`src/rtl/bcd_pkg.sv`:
```
// rtl/bcd_pkg.sv - shared types and constants for the sequential binary-to-BCD converter
package bcd_pkg;

   typedef enum logic [1:0] {IDLE, CONV, HOLD} bcd_state_t;

   localparam logic [3:0] BCD_ADJ_THRESH = 4'd5;

   // Smallest digit count whose decimal range covers every WIDTH-bit value.
   function automatic int bcd_min_digits(input int width);
      logic [63:0] maxv;
      logic [63:0] p;
      int          d;
      maxv = (64'd1 << width) - 64'd1;
      p    = 64'd1;
      d    = 0;
      for (int i = 0; i < 20; i++) begin
         if (p <= maxv) begin
            p = p * 64'd10;
            d++;
         end
      end
      return d;
   endfunction

endpackage

```
`src/rtl/bcd_digit_adj.sv`:
```
// rtl/bcd_digit_adj.sv - double-dabble digit correction: add 3 to any digit of 5 or more
module bcd_digit_adj
   import bcd_pkg::*;
(
   input  logic [3:0] din,
   output logic [3:0] dout
);

   // A digit is at most 9 here, so the 4-bit sum cannot overflow.
   assign dout = (din >= BCD_ADJ_THRESH) ? din + 4'd3 : din;

endmodule

```
`src/rtl/bcd_seq_conv.sv`:
```
// rtl/bcd_seq_conv.sv - bit-serial binary-to-BCD converter with valid/ready in and out
// Optional leading-zero mask output enabled by defining BCD_BLANK_EN.
module bcd_seq_conv
   import bcd_pkg::*;
#(
   parameter int WIDTH  = 8,
   parameter int DIGITS = 3
) (
   input  logic                  clk,
   input  logic                  rst_n,
   input  logic                  in_valid,
   output logic                  in_ready,
   input  logic [WIDTH-1:0]      in_data,
   output logic                  out_valid,
   input  logic                  out_ready,
   output logic [4*DIGITS-1:0]   out_bcd,
   output logic                  busy
`ifdef BCD_BLANK_EN
   ,
   output logic [DIGITS-1:0]     blank
`endif
);

   localparam int AW = 4 * DIGITS;
   localparam int CW = $clog2(WIDTH + 1);

   if (WIDTH < 4 || WIDTH > 16) begin : g_bad_width
      $error("bcd_seq_conv: WIDTH out of range 4..16");
   end
   if (DIGITS < bcd_min_digits(WIDTH)) begin : g_bad_digits
      $error("bcd_seq_conv: DIGITS too small for WIDTH");
   end

   bcd_state_t       state;
   logic [CW-1:0]    cnt;
   logic [WIDTH-1:0] sh;
   logic [AW-1:0]    acc;
   logic [AW-1:0]    acc_adj;
   logic [AW-1:0]    acc_step;
   logic             accept;

   for (genvar g = 0; g < DIGITS; g++) begin : g_adj
      bcd_digit_adj u_adj (
         .din  (acc[4*g +: 4]),
         .dout (acc_adj[4*g +: 4])
      );
   end

   // The bit shifted out of the top digit is always zero, so truncation is safe.
   assign acc_step = (acc_adj << 1) | {{(AW-1){1'b0}}, sh[WIDTH-1]};

   assign in_ready = (state == IDLE) || ((state == HOLD) && out_ready);
   assign accept   = in_valid && in_ready;

`ifdef BCD_BLANK_EN
   logic [DIGITS-1:0] blank_nxt;
   logic              hi_zero;

   always_comb begin
      blank_nxt = '0;
      hi_zero   = 1'b1;
      for (int i = DIGITS - 1; i >= 1; i--) begin
         hi_zero      = hi_zero && (acc_step[4*i +: 4] == 4'd0);
         blank_nxt[i] = hi_zero;
      end
   end
`endif

   always_ff @(posedge clk or negedge rst_n) begin
      if (!rst_n) begin
         state     <= IDLE;
         cnt       <= '0;
         sh        <= '0;
         acc       <= '0;
         out_bcd   <= '0;
         out_valid <= 1'b0;
         busy      <= 1'b0;
`ifdef BCD_BLANK_EN
         blank     <= '1;
`endif
      end else begin
         case (state)
            IDLE: begin
               if (accept) begin
                  sh    <= in_data;
                  acc   <= '0;
                  cnt   <= CW'(WIDTH);
                  busy  <= 1'b1;
                  state <= CONV;
               end
            end
            CONV: begin
               acc <= acc_step;
               sh  <= sh << 1;
               cnt <= cnt - CW'(1);
               if (cnt == CW'(1)) begin
                  out_bcd   <= acc_step;
`ifdef BCD_BLANK_EN
                  blank     <= blank_nxt;
`endif
                  out_valid <= 1'b1;
                  busy      <= 1'b0;
                  state     <= HOLD;
               end
            end
            HOLD: begin
               if (out_ready) begin
                  out_valid <= 1'b0;
                  if (in_valid) begin
                     sh    <= in_data;
                     acc   <= '0;
                     cnt   <= CW'(WIDTH);
                     busy  <= 1'b1;
                     state <= CONV;
                  end else begin
                     state <= IDLE;
                  end
               end
            end
            default: state <= IDLE;
         endcase
      end
   end

endmodule

```
`config.mk`:
```
export PLATFORM = sky130hd
export DESIGN_NAME = bcd_seq_conv
export DESIGN_NICKNAME = d
export VERILOG_FILES = /design/src/rtl/bcd_pkg.sv /design/src/rtl/bcd_digit_adj.sv /design/src/rtl/bcd_seq_conv.sv
export SDC_FILE = /design/constraint.sdc
export NUM_CORES = 1
export LEC_CHECK = 0
export BUFFER_PORTS_ARGS = -buffer_cell sky130_fd_sc_hd__buf_4
export CAP_MARGIN = 5
export CELL_PAD_IN_SITES_DETAIL_PLACEMENT = 0
export CELL_PAD_IN_SITES_GLOBAL_PLACEMENT = 1
export CORE_ASPECT_RATIO = 1.75
export CORE_UTILIZATION = 40
export DETAILED_ROUTE_END_ITERATION = 10
export GPL_TIMING_DRIVEN = 0
export PLACE_DENSITY = 0.79
export SETUP_SLACK_MARGIN = 0.3
export SLEW_MARGIN = 20
export SYNTH_ARGS = -nofsm -noshare
export SYNTH_HDL_FRONTEND = slang
export SYNTH_HIERARCHICAL = 1
export SYNTH_SLANG_ARGS = --single-unit
```
`constraint.sdc`:
```
create_clock -name clk -period 2.1 [get_ports clk]
set_input_delay 0.42 -clock clk [delete_from_list [all_inputs] [get_ports clk]]
set_output_delay 0.42 -clock clk [all_outputs]
set_load 0.03 [all_outputs]
```
==> impl_metrics.csv <==
group,metric,value,unit
routing,drt_wl_total,3743,um
routing,drt-initial-drc-count,26,
timing,slew_violations,0,
synth,post_synth.cell_area_avg,12.20,um^2
global_routing,grt_max_degree,41,
routing,vias_per_cell,5.361,
clocking,ctsHoldBuffers,0,
pwr,p_leak,0.001184,uW
final_layout,final_area,0.002361,mm^2
global_routing,antenna_found_initial,0,
global_routing,grt_overflow,0,
worst_setup_path,start_kind,"flip-flop",
floorplanning,die_w,55.13,um
worst_setup_path,cp.required,2280,ps
clocking,cts_made_buffers,5,
final_layout,diodes,0,
worst_setup_path,crit_path_end_kind,"flip-flop",
clocking,clk_path_buf_depth,2,
placement,place_congestion,0.7195,
synth,syn-instance-count,162,
floorplanning,rows,33,
pwr,ir_drop,0.7771,mV
routing,first_pass_iters,4,
placement,port_buffers,26,
placement,place_area,0.002236,mm^2
global_routing,track_usage,17.52,%
floorplanning,start_util,41.97,%
routing,wl_per_cell,15.03,um
floorplanning,core,0.004707,mm^2
final_layout,area_delta_synth_final,19.51,%
timing,relSlewSlack,66.14,%
worst_setup_path,r2r-start,"cnt[1]",
timing,clock_skew,7.200,ps
floorplanning,io_pins,27,
worst_setup_path,worstRegToRegCells,6,
clocking,path_clk_slew,70,ps
routing,ant_nets,0,
floorplanning,dieArea,0.005235,mm^2
floorplanning,chipHeight,94.97,um
clocking,htree_levels,2,
pwr,p_per_area,1661,mW/mm^2
routing,drc,0,
placement,hpwl,2684,um
timing,rsz0062_at_grt,"no",
timing,tightest_slew,508.0,ps
worst_setup_path,worst-path-max-fanout,10,
final_layout,post-route-util,50.16,%
timing,max_clock_freq,581.2,MHz
clocking,tritoncts,"built",
routing,route.vias.total,1335,
clocking,cts.sinks,40,
final_layout,drive_gt1_share,36.55,%
clocking,cts-root-buf,"clkbuf_8",
global_routing,grt_pass1_vias,1436,
timing,hold_violations,0,
synth,netlist_area,0.001976,mm^2
worst_setup_path,cp.arrival,1900,ps
synth,yosysWarnings,6,
worst_setup_path,path_class,"flip-flop to flip-flop",
run_status,status,"finished clean",
timing,finalSetupTns,0,ps
global_routing,grt_pass1_wl,6541,um
timing,min_period,1720,ps
timing,finalCritPeriodShare,81.93,%
final_layout,fillers,449,
synth,synthesis.nets,182,
final_layout,nets,216,
worst_setup_path,r2r-end,"out_bcd[10]",
timing,setup_viol,0,
flow_run,cap_violations,0,
clocking,clk_latency,290,ps
worst_setup_path,rrSetupSlack,380,ps
min_path,hold_class,"primary input to asynchronous set/reset pin",
[metal layers]
layer / routed length [um] / GRT usage (%) / up-vias
met5: 0 / 0 / -
met4: 85 / 8.542 / 0
met3: 96 / 3.382 / 7
met2: 1995 / 28.92 / 24
met1: 1566 / 20.82 / 672
li1: - / - / 632
[flip-flops by register name, indices dropped and copies added (netlist names)]
name and count:
acc 12, cnt 4, out_valid 1, busy 1
out_bcd 12, sh 8, state 2
[layout by cell type, fill, tap and decap left out, types with 2 or more instances in the layout]
cell type and instances:
a21oi_1 3, a21oi_2 3, a22o_1 12, buf_2 2, buf_4 28, clkbuf_8 5
dfrtp_1 40, ha_1 8, inv_1 8, mux2_2 17, mux2_4 9, mux2i_1 4
nand2_1 14, nand2b_1 8, nor2_1 5, nor2b_1 2, o21ai_0 7, o21ai_1 2
xnor2_1 4
[stage by stage]
stage | cells | hold WS [ps] | setup WS, ps | power (uW)
2_1_floorplan | 162 | 124.4 | 439.6 | 2785
3_5_place_dp | 240 | 430.6 | 322.3 | 3307
5_1_grt | 249 | 126.7 | 302.4 | 4220
6_report | 249 | 84.98 | 379.5 | 3921
4_1_cts | 248 | 98.98 | 305.9 | 3959
3_3_place_gp | 240 | 422.2 | 355.2 | 3201
[worst max-delay path by stage]
stage	endpoint	startpoint	cells after the start	slack, ps
final	out_bcd[10]	cnt[1]	6	380
after global routing	sh[6]	state[0]	4	300
after global placement	out_bcd[10]	cnt[1]	6	360
after detailed placement	out_bcd[9]	cnt[1]	6	320
after floorplan	out_bcd[0]	cnt[1]	6	440
after CTS	out_bcd[10]	cnt[1]	6	310
[final cells by class]
cell class	instances	area, um^2	share of cell area, %
repair buffers	27	202.7	8.585
clock inverters	3	42.54	1.802
plain buffers	6	43.79	1.855
clock buffers	5	68.82	2.915
flip-flops and latches	40	1001	42.40
well taps	52	65.06	2.756
multi-input cells	107	903.4	38.26
inverters	9	33.78	1.431
[report_power, final]
part           switching [uW]  internal [uW]  leakage (uW)
Clock                     273            352     0.0000541
Sequential                264           1110      0.000500
Combinational             960            964      0.000630
[worst max-delay path, stage by stage (launching register included)]
cell,delay (ps)
dfrtp_1,390
inv_2,80
ha_1,130
or3b_4,400
nand2b_4,160
buf_8,150
mux2_4,300
[repair_timing]
| item | in CTS | in global routing |
|---|---|---|
| setup buffers | 0 | 1 |
| endpoints found under the setup margin | 0 | 14 |
| resized for setup | 0 | 3 |
(Power assumes the default switching activity.)
